<file path="src/rtl/cpu_pkg.sv">
// Shared CPU definitions: fetch FSM states, widths and reset constants.
package cpu_pkg;
    localparam int XLEN = 32;
    localparam logic [31:0] RESET_PC = 32'h0000_0000;
    localparam logic [31:0] NOP_INSTR = 32'h0000_0000;
    localparam logic [31:0] PC_INCR = 32'd4;

    typedef enum logic [1:0] {
        S_IDLE,
        S_WAIT,
        S_DISCARD
    } if_state_t;
endpackage

</file>
<file path="src/rtl/if_id_reg.sv">
// IF/ID holding register: load, squash, hold and valid tracking.
import cpu_pkg::*;

module if_id_reg #(
    parameter int XLEN = cpu_pkg::XLEN
) (
    input  logic            clk,
    input  logic            rst,
    input  logic            load,
    input  logic            squash,
    input  logic            id_ready,
    input  logic [XLEN-1:0] instr_d,
    input  logic [XLEN-1:0] pc_d,
    input  logic [XLEN-1:0] pc_plus4_d,
    output logic            valid,
    output logic [XLEN-1:0] instr,
    output logic [XLEN-1:0] pc,
    output logic [XLEN-1:0] pc_plus4
);

    always_ff @(posedge clk) begin
        if (rst) begin
            valid    <= 1'b0;
            instr    <= XLEN'(NOP_INSTR);
            pc       <= '0;
            pc_plus4 <= '0;
        end else if (squash) begin
            valid <= 1'b0;
        end else if (load) begin
            valid    <= 1'b1;
            instr    <= instr_d;
            pc       <= pc_d;
            pc_plus4 <= pc_plus4_d;
        end else if (valid && id_ready) begin
            valid <= 1'b0;
        end
    end

endmodule

</file>
<file path="src/rtl/if_stage.sv">
// Instruction fetch stage: PC, single-outstanding fetch FSM and IF/ID slot.
import cpu_pkg::*;

module if_stage #(
    parameter int              XLEN     = cpu_pkg::XLEN,
    parameter logic [XLEN-1:0] RESET_PC = XLEN'(cpu_pkg::RESET_PC)
) (
    input  logic            clk,
    input  logic            rst,
    output logic            imem_req,
    output logic [XLEN-1:0] imem_addr,
    input  logic            imem_rvalid,
    input  logic [XLEN-1:0] imem_rdata,
    input  logic            redirect_valid,
    input  logic [XLEN-1:0] redirect_pc,
    input  logic            id_ready,
    output logic            if_valid,
    output logic [XLEN-1:0] if_instr,
    output logic [XLEN-1:0] if_pc,
    output logic [XLEN-1:0] if_pc_plus4
);

    if_state_t       state, state_next;
    logic [XLEN-1:0] pc, pc_plus4, redirect_tgt;
    logic            slot_free, issue, load;

    assign pc_plus4     = pc + XLEN'(PC_INCR);
    assign redirect_tgt = {redirect_pc[XLEN-1:2], 2'b00};
    assign slot_free    = !if_valid || id_ready;

    always_comb begin
        state_next = state;
        issue      = 1'b0;
        load       = 1'b0;
        unique case (state)
            S_IDLE: begin
                if (!redirect_valid && slot_free) begin
                    issue      = 1'b1;
                    state_next = S_WAIT;
                end
            end
            S_WAIT: begin
                if (redirect_valid) begin
                    state_next = imem_rvalid ? S_IDLE : S_DISCARD;
                end else if (imem_rvalid) begin
                    load       = 1'b1;
                    state_next = S_IDLE;
                end
            end
            // a response here always retires the wrong-path fetch, even under redirect
            S_DISCARD: begin
                if (imem_rvalid) state_next = S_IDLE;
            end
            default: state_next = S_IDLE;
        endcase
        if (rst) begin
            issue = 1'b0;
            load  = 1'b0;
        end
    end

    assign imem_req  = issue;
    assign imem_addr = issue ? pc : '0;

    always_ff @(posedge clk) begin
        if (rst) begin
            state <= S_IDLE;
            pc    <= RESET_PC;
        end else begin
            state <= state_next;
            if (redirect_valid) pc <= redirect_tgt;
            else if (load)      pc <= pc_plus4;
        end
    end

    if_id_reg #(.XLEN(XLEN)) u_if_id (
        .clk        (clk),
        .rst        (rst),
        .load       (load),
        .squash     (redirect_valid),
        .id_ready   (id_ready),
        .instr_d    (imem_rdata),
        .pc_d       (pc),
        .pc_plus4_d (pc_plus4),
        .valid      (if_valid),
        .instr      (if_instr),
        .pc         (if_pc),
        .pc_plus4   (if_pc_plus4)
    );

endmodule

</file>
<file path="config.mk">
export PLATFORM = sky130hd
export DESIGN_NAME = if_stage
export DESIGN_NICKNAME = d
export VERILOG_FILES = /design/src/rtl/cpu_pkg.sv /design/src/rtl/if_id_reg.sv /design/src/rtl/if_stage.sv
export SDC_FILE = /design/constraint.sdc
export NUM_CORES = 1
export LEC_CHECK = 0
export CORE_ASPECT_RATIO = 0.7
export CORE_MARGIN = 3
export CORE_UTILIZATION = 49
export DETAILED_ROUTE_END_ITERATION = 10
export GPL_TIMING_DRIVEN = 0
export PLACE_DENSITY = 0.85
export SYNTH_ARGS = -nofsm -noshare
export SYNTH_HDL_FRONTEND = slang
export SYNTH_SLANG_ARGS = --single-unit
</file>
<file path="constraint.sdc">
create_clock -name clk -period 3.4 [get_ports clk]
set_input_delay 0.51 -clock clk [delete_from_list [all_inputs] [get_ports clk]]
set_output_delay 0.51 -clock clk [all_outputs]
set_load 0.005 [all_outputs]
</file>
Yosys cells after proc, flatten, opt, wreduce, memory -nomap -nowiden:

Cells that the tools add are included.

* bitwise logic cells: 1
* equal/unequal tests: 3
* add/subtract/negate cells: 1
* muxes and demuxes: 17
* reduce and logical (&&, ||, !) cells: 10

Operators with widths (count)
* $mux W32: 3
* $add A32 B3 Y32 const B: 1
* $mux W1: 9
* $mux W2: 4
* $pmux W2 S3: 1
* $reduce_bool A2 Y1: 2
* $eq A2 B1 Y1 const B: 1
* $eq A2 B2 Y1 const B: 1
* $logic_and A1 B1 Y1: 2
* $logic_not A1 Y1: 2
* $logic_not A2 Y1: 1
* $ne A2 B2 Y1 const B: 1
* $reduce_and A2 Y1: 1
* $reduce_or A2 Y1: 1
* $logic_or A1 B1 Y1: 1
* $not A1 Y1: 1

* register bits: 131
* input port bits: 69
* word-level logic and storage cells: 39
* output and inout bits: 130

Depth between registers and ports, before layout:

* word-level depth: 7
* depth in mapped cells: 7
* mapped depth without buffers: 6

By module:

From an unflattened synthesis, not the netlist that was laid out.

* cells, all modules: 765
* area total of the unflattened synthesis: 6956.7 um^2

Modules (own cells, without submodules)
* if_id_reg: area an instance 4377.9 um^2, seq. area each 1941.9 um^2, instances 1, cells an instance 440
* if_stage: area an instance 2578.7 um^2, seq. area each 640.6 um^2, instances 1, cells an instance 325

Worst setup path after synthesis:

Ideal clock, no wire load.

* path kind: input to output
* start point: in redirect_valid
* end point: out imem_addr[23]
* data arrival time: 1.702 ns
* buffers on the path: 2
* stages: 6
* data required time: 2.890 ns
* slack: 1.188 ns
* cells stage by stage: clkbuf_1 nor2_1 nand2_1 nor3_1 clkbuf_1 and2_1

* word-level cells in the longest chain between the ends: 6

Ends and longest elaborated chain
* start: declaration: RTL line if_stage.sv:14 `input logic redirect_valid,`
* $logic_not A1 Y1: RTL line if_stage.sv:37 `if (!redirect_valid && slot_free) begin`
* $logic_and A1 B1 Y1: RTL line if_stage.sv:37
* $mux W1: RTL line if_stage.sv:37
* $mux W1: RTL line if_stage.sv:35 `unique case (state)`
* $mux W1: RTL line if_stage.sv:56 `if (rst) begin`
* named net imem_req: RTL line if_stage.sv:10 `output logic imem_req,`
* $mux W32: RTL line if_stage.sv:63 `assign imem_addr = issue ? pc : '0;`
* end: declaration: RTL line if_stage.sv:11 `output logic [XLEN-1:0] imem_addr,`

The timed path passes the listed nets, and every way through them passes these cells.

Worst setup path after layout:

* start point: in rst
* end point: out imem_addr[15]

* word-level cells in the longest chain between the ends: 2

Ends and longest elaborated chain
* start: declaration: RTL line if_stage.sv:9 `input logic rst,`
* $mux W1: RTL line if_stage.sv:56
* $mux W32: RTL line if_stage.sv:63

No other way between the ends.

==> results by group <==
Power
  • Net switching power: ~950 uW
  • Comb power frac: 0.104
  • Maximum vdd drop: approximately 0.35 mV
  • Pwr per Cell Area: about 440 nW/um^2
  • Total power: 3.75 mW
  • Part of the power in registers: 0.415
  • Power Internal: 2.81 mW
  • Sw Ratio: 0.252
  • Clock power share: 0.481
  • Lkg Pwr: roughly 3.0 nW

Worst setup path
  • Maximum fanout along the worst path: 10
  • Reg2reg end: pc[24]$_SDFFE_PP0P_
  • CP arrival: around 2.7 ns
  • Worst Setup End Kind: output port
  • CP Launch Point: rst
  • Worst r2r src: pc[2]$_SDFFE_PP0P_
  • Cells on worst reg2reg path: 6
  • WP data required: 2.89 ns
  • Setup crit start kind: primary input
  • Worst reg2reg setup slack: about 0.87 ns
  • Worst Path Class, Setup: in2out
  • Capture point of the critical path: imem_addr[15]

Global routing
  • Grt total ovfl: 0
  • Largest net degree at the start of global routing: 17
  • Global-route wire length before repair: a little over 30,000 um
  • Initial antenna violation count: 0
  • Number of global-route vias before repair: slightly below 6,000
  • GRT Util Overall: 0.294

Logic synthesis
  • Flip-flop and latch count after synthesis: ~130
  • Syn Area/Cell: between 8 and 9 um^2
  • Number of synthesized flops with an enable pin: 0
  • Post-Syn Area: around 5800 um^2
  • Ys async rst share: 0
  • Synth cell types: 45
  • Syn Inst Count: slightly above 700
  • Register area share after synthesis: 0.429
  • Yosys warning count: 0
  • Area fraction of the dominant cell type after synthesis: 0.429
  • Post-synth top area cell: dfxtp_1
  • Synth Flop Type: dfxtp_1
  • Synth top area cells: dfxtp_1 (43%), nand2_1 (6.4%), nand2b_1 (6.3%)

Clock tree
  • Clock transition at the registers of the reported paths: around 0.06 ns
  • CTS tree: built
  • H-tree Lvls: 4
  • CTS Root Cell: clkbuf_16
  • Postcts setup bufs: 0
  • Clock Tree Buf Depth: 2
  • CTS Buf Count: 17
  • PostCTS Resize Cnt: 5
  • Sink Count: approximately 130
  • # hold bufs at CTS: 0
  • Worst-Skew Late Latency: just over 0.4 ns

Layout
  • Most frequent cells in the layout: clkdlybuf4s50_1 (188), dfxtp_1 (125), nand2_1 (100), nor2_1 (67)
  • Area grow syn2layout: 46.2%
  • Final nets: 988
  • Fin area: 8530 um^2
  • Final core utilization: 0.753
  • Most common cell after layout, fill and taps aside: clkdlybuf4s50_1
  • Layout cell share with drive strength beyond 1: 0.0827
  • N_diodes: 0
  • Filler cell count: 837

STA
  • Max Freq: ~310 MHz
  • Worst Tran Pin Value: approximately 0.77 ns
  • Crit share post-route: 0.934
  • Min Hold Slack: 0.466 ns
  • Max-slew violations: 0
  • Unrepaired setup endpoints after global routing: no
  • Setup Viol. Count Final: 0
  • Relative slew slack: 0.486
  • Crit path time final: around 3.2 ns
  • Final Skew: 0.0101 ns
  • Hold Vio Cnt, Final: 0

Die
  • Die W: roughly 140 um
  • Core ar.: ~11,000 um^2
  • Initial cell density of the core: 0.515
  • Cell row count: 32
  • DIE HEIGHT: between 90 and 100 um
  • Die area: 13,300 um^2
  • Ports: approximately 200

Run
  • Max Cap Viol: 0

Detailed routing
  • Via-to-Cell Ratio: between 5 and 6
  • Total number of vias: roughly 5,900
  • Total Wirelength: ~20,000 um
  • Wire length per cell: between 15 and 20 um
  • DR DRC count: 0
  • Drt first pass iters: 5
  • Antenna viol nets, final: 0
  • Drt initial violations: 420

Placement
  • Port bufs: 189
  • Hpwl dp: 14,500 um
  • Final GP Congestion: between 0.8 and 0.9
  • DP Area: 7940 um^2

Worst hold path
  • Hold-critical path depth: 2
  • HP Class: reg2reg

Outcome
  • Status: finished clean
[how the worst min path moves through the flow]
stage / from / end / slack, ns
after global routing: u_if_id.pc[2]$_SDFFE_PP0P_ / u_if_id.pc[2]$_SDFFE_PP0P_ / 0.49
after detailed placement: u_if_id.pc[22]$_SDFFE_PP0P_ / u_if_id.pc[22]$_SDFFE_PP0P_ / 0.45
final: u_if_id.pc[22]$_SDFFE_PP0P_ / u_if_id.pc[22]$_SDFFE_PP0P_ / 0.47
after floorplan: u_if_id.pc[17]$_SDFFE_PP0P_ / u_if_id.pc[17]$_SDFFE_PP0P_ / 0.45
after global placement: u_if_id.pc[2]$_SDFFE_PP0P_ / u_if_id.pc[2]$_SDFFE_PP0P_ / 0.45
after CTS: u_if_id.pc[22]$_SDFFE_PP0P_ / u_if_id.pc[22]$_SDFFE_PP0P_ / 0.46
[critical path: stages]
cell and delay (ns):
dlygate4sd2_1 0.40, nor2_2 0.28, nand2_1 0.11, nor3_2 0.27
clkbuf_2 0.35, and2_1 0.19, clkdlybuf4s50_1 0.55
[logic make-up after synthesis]
group,share of synthesized area
simple gates,0.291
xor+xnor,0.0765
buf+inv,0.0562
flops,0.429
fa+ha+maj,0.00214
compound gates,0.142
other cells,0.000642
mux,0.00343
[cell usage after synthesis, types with 3 or more instances]
library cell	count
a211oi_1	40
a211oi_2	4
a21oi_1	15
and2_1	33
and4_1	4
buf_1	5
buf_2	13
buf_4	11
clkbuf_1	36
dfxtp_1	125
inv_1	4
nand2_1	100
nand2b_1	59
nand3_1	16
nand4_1	15
nor2_1	68
nor3_1	6
nor3_2	4
nor4_1	3
o21a_1	3
o21ai_0	59
xnor2_1	14
xor2_1	37
[state kept, by name (all words and copies together) (netlist names)]
name              cells
state                 2
u_if_id.pc_plus4     30
u_if_id.valid         1
pc                   30
u_if_id.instr        32
u_if_id.pc           30
[stage by stage]
| stage | worst slack [ns] | std cells | TNS [ns] |
|---|---|---|---|
| after global routing | 0.141 | 1084 | 0 |
| after global placement | -0.387 | 1052 | -5.11 |
| after CTS | 0.301 | 1084 | 0 |
| after detailed placement | -0.436 | 1052 | -6.71 |
| final | 0.224 | 1084 | 0 |
| after floorplan | 1.19 | 710 | 0 |
[power by group through the flow]
stage	registers (mW)	clock network (mW)	logic, mW
detailed placement	1.59	0	0.381
floorplan	1.57	0	0.183
finish	1.56	1.81	0.389
global route	1.56	1.88	0.419
global placement	1.59	0	0.372
CTS	1.55	1.81	0.386
[layer usage]
layer,global-route usage,vias to the layer above,part of all wire
met5,0,-,0
met4,0.0821,0,0.015
met3,0.0766,33,0.099
met2,0.464,319,0.45
met1,0.397,2734,0.43
li1,-,2780,-
[layout make-up]
cell class              count  area, um^2  area share
repair buffers            189        1890       0.222
multi-input cells         515        3030       0.355
clock inverters            14         158      0.0185
clock buffers              18         429      0.0503
inverters                   4        15.0     0.00176
flip-flops and latches    125        2500       0.293
plain buffers              66         315      0.0369
well taps                 153         191      0.0224
Power figures use the tool's default switching activity.
